### config.mk
export PLATFORM = sky130hd
export DESIGN_NAME = frontend_uop_queue
export DESIGN_NICKNAME = d
export VERILOG_FILES = /design/src/rtl/frontend_uop_queue.sv
export SDC_FILE = /design/constraint.sdc
export NUM_CORES = 1
export LEC_CHECK = 0
export ABC_AREA = 1
export CAP_MARGIN = 30
export CORE_UTILIZATION = 45
export CTS_BUF_LIST = sky130_fd_sc_hd__clkbuf_16
export CTS_CLUSTER_DIAMETER = 50
export DETAILED_ROUTE_END_ITERATION = 6
export HOLD_SLACK_MARGIN = 0.15
export PLACE_DENSITY = 0.68
export SLEW_MARGIN = 20
export SYNTH_ARGS = -nofsm -noshare
export SYNTH_HDL_FRONTEND = slang
export SYNTH_SLANG_ARGS = --single-unit
### constraint.sdc
create_clock -name clk -period 17.9 [get_ports clk]
set_clock_uncertainty 0.1 [all_clocks]
set_input_delay 1.79 -clock clk [delete_from_list [all_inputs] [get_ports clk]]
set_output_delay 1.79 -clock clk [all_outputs]
set_load 0.02 [all_outputs]
### src/rtl/frontend_uop_queue.sv
// Micro-op bundle queue between fetch and decode, with terminator-driven sleep.
// Latency: a bundle is visible on out_* one cycle after its enqueue.
// Backpressure: in_ready drops when full or flushing; out_valid is held low in SLEEP or while flushing.
module frontend_uop_queue #(
    parameter int FETCH_WIDTH = 4,
    parameter int UOP_W       = 24,
    parameter int DEPTH       = 4
) (
    input  logic                         clk,
    input  logic                         rst,
    input  logic                         wakeup,
    input  logic                         flush,
    input  logic [FETCH_WIDTH*UOP_W-1:0] in_uops,
    input  logic [FETCH_WIDTH-1:0]       in_mask,
    input  logic                         in_valid,
    output logic                         in_ready,
    output logic [FETCH_WIDTH*UOP_W-1:0] out_uops,
    output logic [FETCH_WIDTH-1:0]       out_mask,
    output logic                         out_valid,
    input  logic                         out_ready,
    output logic [$clog2(DEPTH+1)-1:0]   count,
    output logic                         running
);

    localparam int PW = (DEPTH > 1) ? $clog2(DEPTH) : 1;
    localparam int CW = $clog2(DEPTH + 1);
    localparam logic [CW-1:0] DEPTH_C = CW'(DEPTH);
    localparam logic [2:0] TERM_CLASS = 3'b111;

    typedef enum logic {
        ST_RUN   = 1'b0,
        ST_SLEEP = 1'b1
    } state_e;

    // Bundle storage; contents are only meaningful between write and read pointer.
    logic [FETCH_WIDTH*UOP_W-1:0] uops_mem [DEPTH];
    logic [FETCH_WIDTH-1:0]       mask_mem [DEPTH];

    logic [PW-1:0] wr_ptr_q, wr_ptr_d;
    logic [PW-1:0] rd_ptr_q, rd_ptr_d;
    logic [CW-1:0] count_q, count_d;
    state_e        state_q, state_d;

    logic                         enq_hs;
    logic                         deq_hs;
    logic                         store_en;
    logic [FETCH_WIDTH*UOP_W-1:0] head_uops;
    logic [FETCH_WIDTH-1:0]       head_mask;
    logic [FETCH_WIDTH-1:0]       head_term;
    logic [FETCH_WIDTH-1:0]       trunc_mask;
    logic                         head_has_term;

    assign running   = (state_q == ST_RUN);
    assign count     = count_q;
    assign in_ready  = (count_q < DEPTH_C) & ~flush;
    assign out_valid = (count_q != '0) & running & ~flush;

    assign enq_hs   = in_valid & in_ready;
    assign deq_hs   = out_valid & out_ready;
    // An all-lanes-empty bundle is acknowledged but leaves nothing to decode.
    assign store_en = enq_hs & (in_mask != '0);

    assign head_uops = uops_mem[rd_ptr_q];
    assign head_mask = mask_mem[rd_ptr_q];

    // Find terminator lanes and drop every valid lane above the first one.
    always_comb begin
        logic seen;
        head_term  = '0;
        trunc_mask = '0;
        seen       = 1'b0;
        for (int g = 0; g < FETCH_WIDTH; g++) begin
            head_term[g]  = head_mask[g] &
                            (head_uops[g*UOP_W + UOP_W - 3 +: 3] == TERM_CLASS);
            trunc_mask[g] = head_mask[g] & ~seen;
            seen          = seen | head_term[g];
        end
    end

    assign head_has_term = |head_term;
    assign out_uops      = head_uops;
    assign out_mask      = trunc_mask;

    // Write the accepted bundle into the slot at the write pointer.
    always_ff @(posedge clk) begin
        if (store_en) begin
            uops_mem[wr_ptr_q] <= in_uops;
            mask_mem[wr_ptr_q] <= in_mask;
        end
    end

    // Next pointers and occupancy from the two handshakes; flush empties the queue.
    always_comb begin
        wr_ptr_d = wr_ptr_q;
        rd_ptr_d = rd_ptr_q;
        count_d  = count_q;
        if (flush) begin
            wr_ptr_d = '0;
            rd_ptr_d = '0;
            count_d  = '0;
        end else begin
            if (store_en) begin
                wr_ptr_d = wr_ptr_q + PW'(1);
            end
            if (deq_hs) begin
                rd_ptr_d = rd_ptr_q + PW'(1);
            end
            case ({store_en, deq_hs})
                2'b10:   count_d = count_q + CW'(1);
                2'b01:   count_d = count_q - CW'(1);
                default: count_d = count_q;
            endcase
        end
    end

    // Pointer and occupancy registers.
    always_ff @(posedge clk) begin
        if (rst) begin
            wr_ptr_q <= '0;
            rd_ptr_q <= '0;
            count_q  <= '0;
        end else begin
            wr_ptr_q <= wr_ptr_d;
            rd_ptr_q <= rd_ptr_d;
            count_q  <= count_d;
        end
    end

    // RUN/SLEEP transitions: consuming a terminator sleeps unless wakeup overrides.
    always_comb begin
        state_d = state_q;
        if (flush) begin
            state_d = wakeup ? ST_RUN : ST_SLEEP;
        end else begin
            case (state_q)
                ST_RUN: begin
                    if (deq_hs && head_has_term && !wakeup) begin
                        state_d = ST_SLEEP;
                    end
                end
                ST_SLEEP: begin
                    if (wakeup) begin
                        state_d = ST_RUN;
                    end
                end
                default: state_d = ST_RUN;
            endcase
        end
    end

    // State register.
    always_ff @(posedge clk) begin
        if (rst) begin
            state_q <= ST_RUN;
        end else begin
            state_q <= state_d;
        end
    end

endmodule

==> run summary <==
largest net degree at the start of global routing: 117
min cycle time layout: 5.75 ns
Worst-path clk slew: 0.06 ns
FF+latch count, synth: 410
WP buf/inv: 3
worst-path fanout max: 56
Reg-to-Reg Start: count[2]
commonest non-fill, non-tap cell in the layout: edfxtp_1
CTS tree: yes
combinational share of power: 5.2%
setup bufs post-CTS: 0
worst flop-to-flop path endpoint: uops_mem[2][35]
top cells by area, synth: edfxtp_1 78%, o21ai_0 5.1%, nor2_1 4.6%
Worst path top cell family by delay: buffers and inverters
CP arrival: 3.86 ns
global routing's busiest layer: met2
fraction of power spent switching nets: 20.9%
Crit-path slowest cell: clkinv_2
Total Nets Final: 1415
Final Hold Vio Count: 0
Max H-tree Level: 2
power per cell area: 103 mW/mm^2
IO Count: 212
CTS buffer count: 45
Die W: 187 microns
Worst Max-Slew Pin Slew: 0.960 ns
crit-path max cell delay: 0.71 ns
Startpoint Class: register
clk sink count: 410
syn_area_per_cell: 14.1 sq um
Clock power frac: 41.0%
Clock Tree Root: clkbuf_16
Int Pwr: 1580 uW
Synth top area share: 77.9%
WL per Instance: 18.3 microns
hold depth: 2
Synth Net Count: 1207
clk_lat worst skew: 0.53 ns
most frequent cells in the layout: 400 x edfxtp_1, 211 x clkdlybuf4s50_1, 184 x nor2_1, 156 x o21ai_0, 89 x nand2_1
fin crit share: 32.1%
Fmax: 0.174 GHz
Hold Buf Count CTS: 0
Buffers on Ports: 211
1st-iter DRT viols: 789
Netlist Area Pre-Place: 0.0154 sq mm
share of layout cells above drive strength 1: 6.58%
Pwr Total: 2000 uW
Yosys cell types: 23
GPL Wtd Cong: 0.743
setup_tns: 0 ns
DP Wirelength: 17900 microns
Seq pwr share: 53.8%
die area: 0.0350 sq mm
GRT overflow: 0
crit end category: output pin
Crit path top cell by count: nand2_1
DRC: 0
met3 GRT Util: 4.05%
core area: 0.0336 sq mm
post-layout util: 57.4%
final setup vio count: 0
total wire length: 32800 microns
row count: 67
number of max-cap violations: 0
status: finished, final reports clean
reg2reg path depth: 5
switching pwr: 417 uW
Clock Path Buffers: 3
synthesized instance count: 1095
Crit path required time: 16.01 ns
DP Area: 0.0179 sq mm
Layout fillers: 2645
R2R Setup Slk: 14.65 ns
vias per cell: 5.23
vias in the first global route: 9177
register area share after synthesis: 79.2%
leak pwr: 0.00655 uW
Worst Hold Class: reg -> reg
Pre-antenna DRT Iters: 4
Ys Warns: 0
Worst VDD drop: 0.0930 mV
Hold Crit Start: rd_ptr_q[1]
post-synth top area cell: edfxtp_1
Register Area: 0.0122 sq mm
PostCTS Resize Cnt: 0
critical path class: reg -> out
Slew HR: 36.0%
Initial Utilization: 45.9%
Critical Path, Cell by Cell: clkinv_2, buf_4, nand3_1, nand2_1, nor2_1, nand2_1, nand2_1, nor3b_1, clkdlybuf4s50_1
final hold slack: 0.364 ns
RSZ-0062 raised after global routing: false
met2 GRT Util: 30.0%
initial antenna violation count: 4
met1 usage: 25.4%
routed vias: 9359
area delta synth->final: 25.1%
Antenna Nets Post-Route: 0
global-route wire length before repair: 51000 microns
footprint of the multi-input gates: 0.00281 sq mm
Die Span Y: 187 microns
Pins Over Slew Limit: 0
final instance area: 0.0193 sq mm
gr usage total: 18.6%
area by class of cell:
cell class	instances	share of cell area, %
Sequential cell	410	63.3
Multi-Input combinational cell	591	14.6
Timing Repair Buffer	226	11.7
Clock buffer	45	5.84
Tap cell	448	2.91
Clock inverter	37	1.01
Inverter	29	0.597
Antenna cell	3	0.0389
power groups by stage:
stage	combinational [uW]	clock, uW	sequential, uW
finish	103	817	1070
global route	111	876	1070
CTS	104	835	1070
detailed placement	104	0	1090
global placement	102	0	1090
floorplan	37.4	0	1100
through the flow:
step	worst slack, ns	cells
2_1_floorplan	10.60	1095
3_3_place_gp	12.57	1702
3_5_place_dp	12.53	1702
4_1_cts	12.07	1784
5_1_grt	11.88	1788
6_report	12.15	1789
layer usage:
metal / part of all wire, % / wire, microns
met4: 1.8 / 605
met2: 47 / 15600
met1: 45 / 14700
met5: 0.040 / 13
met3: 5.9 / 1950
cell usage after synthesis, drive strengths merged:
library cell    n
or2             2
dfxtp          10
nand3          33
ha              5
nor3b           1
fa              1
nor2          189
o22ai          84
inv            29
a21oi           8
xor2            1
o21ai         174
and3            2
nand2          89
nor3            2
clkbuf         35
buf            30
edfxtp        400
worst max-delay path by stage:
stage	from	endpoint	slack [ns]	depth (start not counted)
after floorplan	flush	mask_mem[0][0]	10.60	3
after global routing	register	out_mask[3]	11.88	9
final	register	out_mask[3]	12.15	9
after global placement	in_mask[3]	uops_mem[2][20]	12.57	7
after CTS	register	out_mask[3]	12.07	9
after detailed placement	in_mask[3]	uops_mem[2][20]	12.53	7
cells by family (layout without fill, tap and decap cells):
family / after synthesis / count (layout) / synth area share [%]
xor+xnor: 1 / 1 / 0.0568
flops: 410 / 410 / 79.2
fa+ha+maj: 6 / 6 / 0.535
simple gates: 318 / 318 / 8.13
buf+inv: 94 / 337 / 2.78
other cells: 0 / 3 / 0
compound gates: 266 / 266 / 9.31
sequential cells by signal, indices dropped and copies added, names as in the netlist, named ones only:
register,cells
count,3
uops_mem,384
state_q,1
mask_mem,16
rd_ptr_q,2
wr_ptr_q,2
worst register-to-register path: stages, from the launching register on:
cell and delay [ns]:
dfxtp_1 0.33, nor2_1 0.15, nand3_1 0.44, nor2_4 0.59, buf_4 0.41, buf_4 0.81
Power figures use the tool's default switching activity.
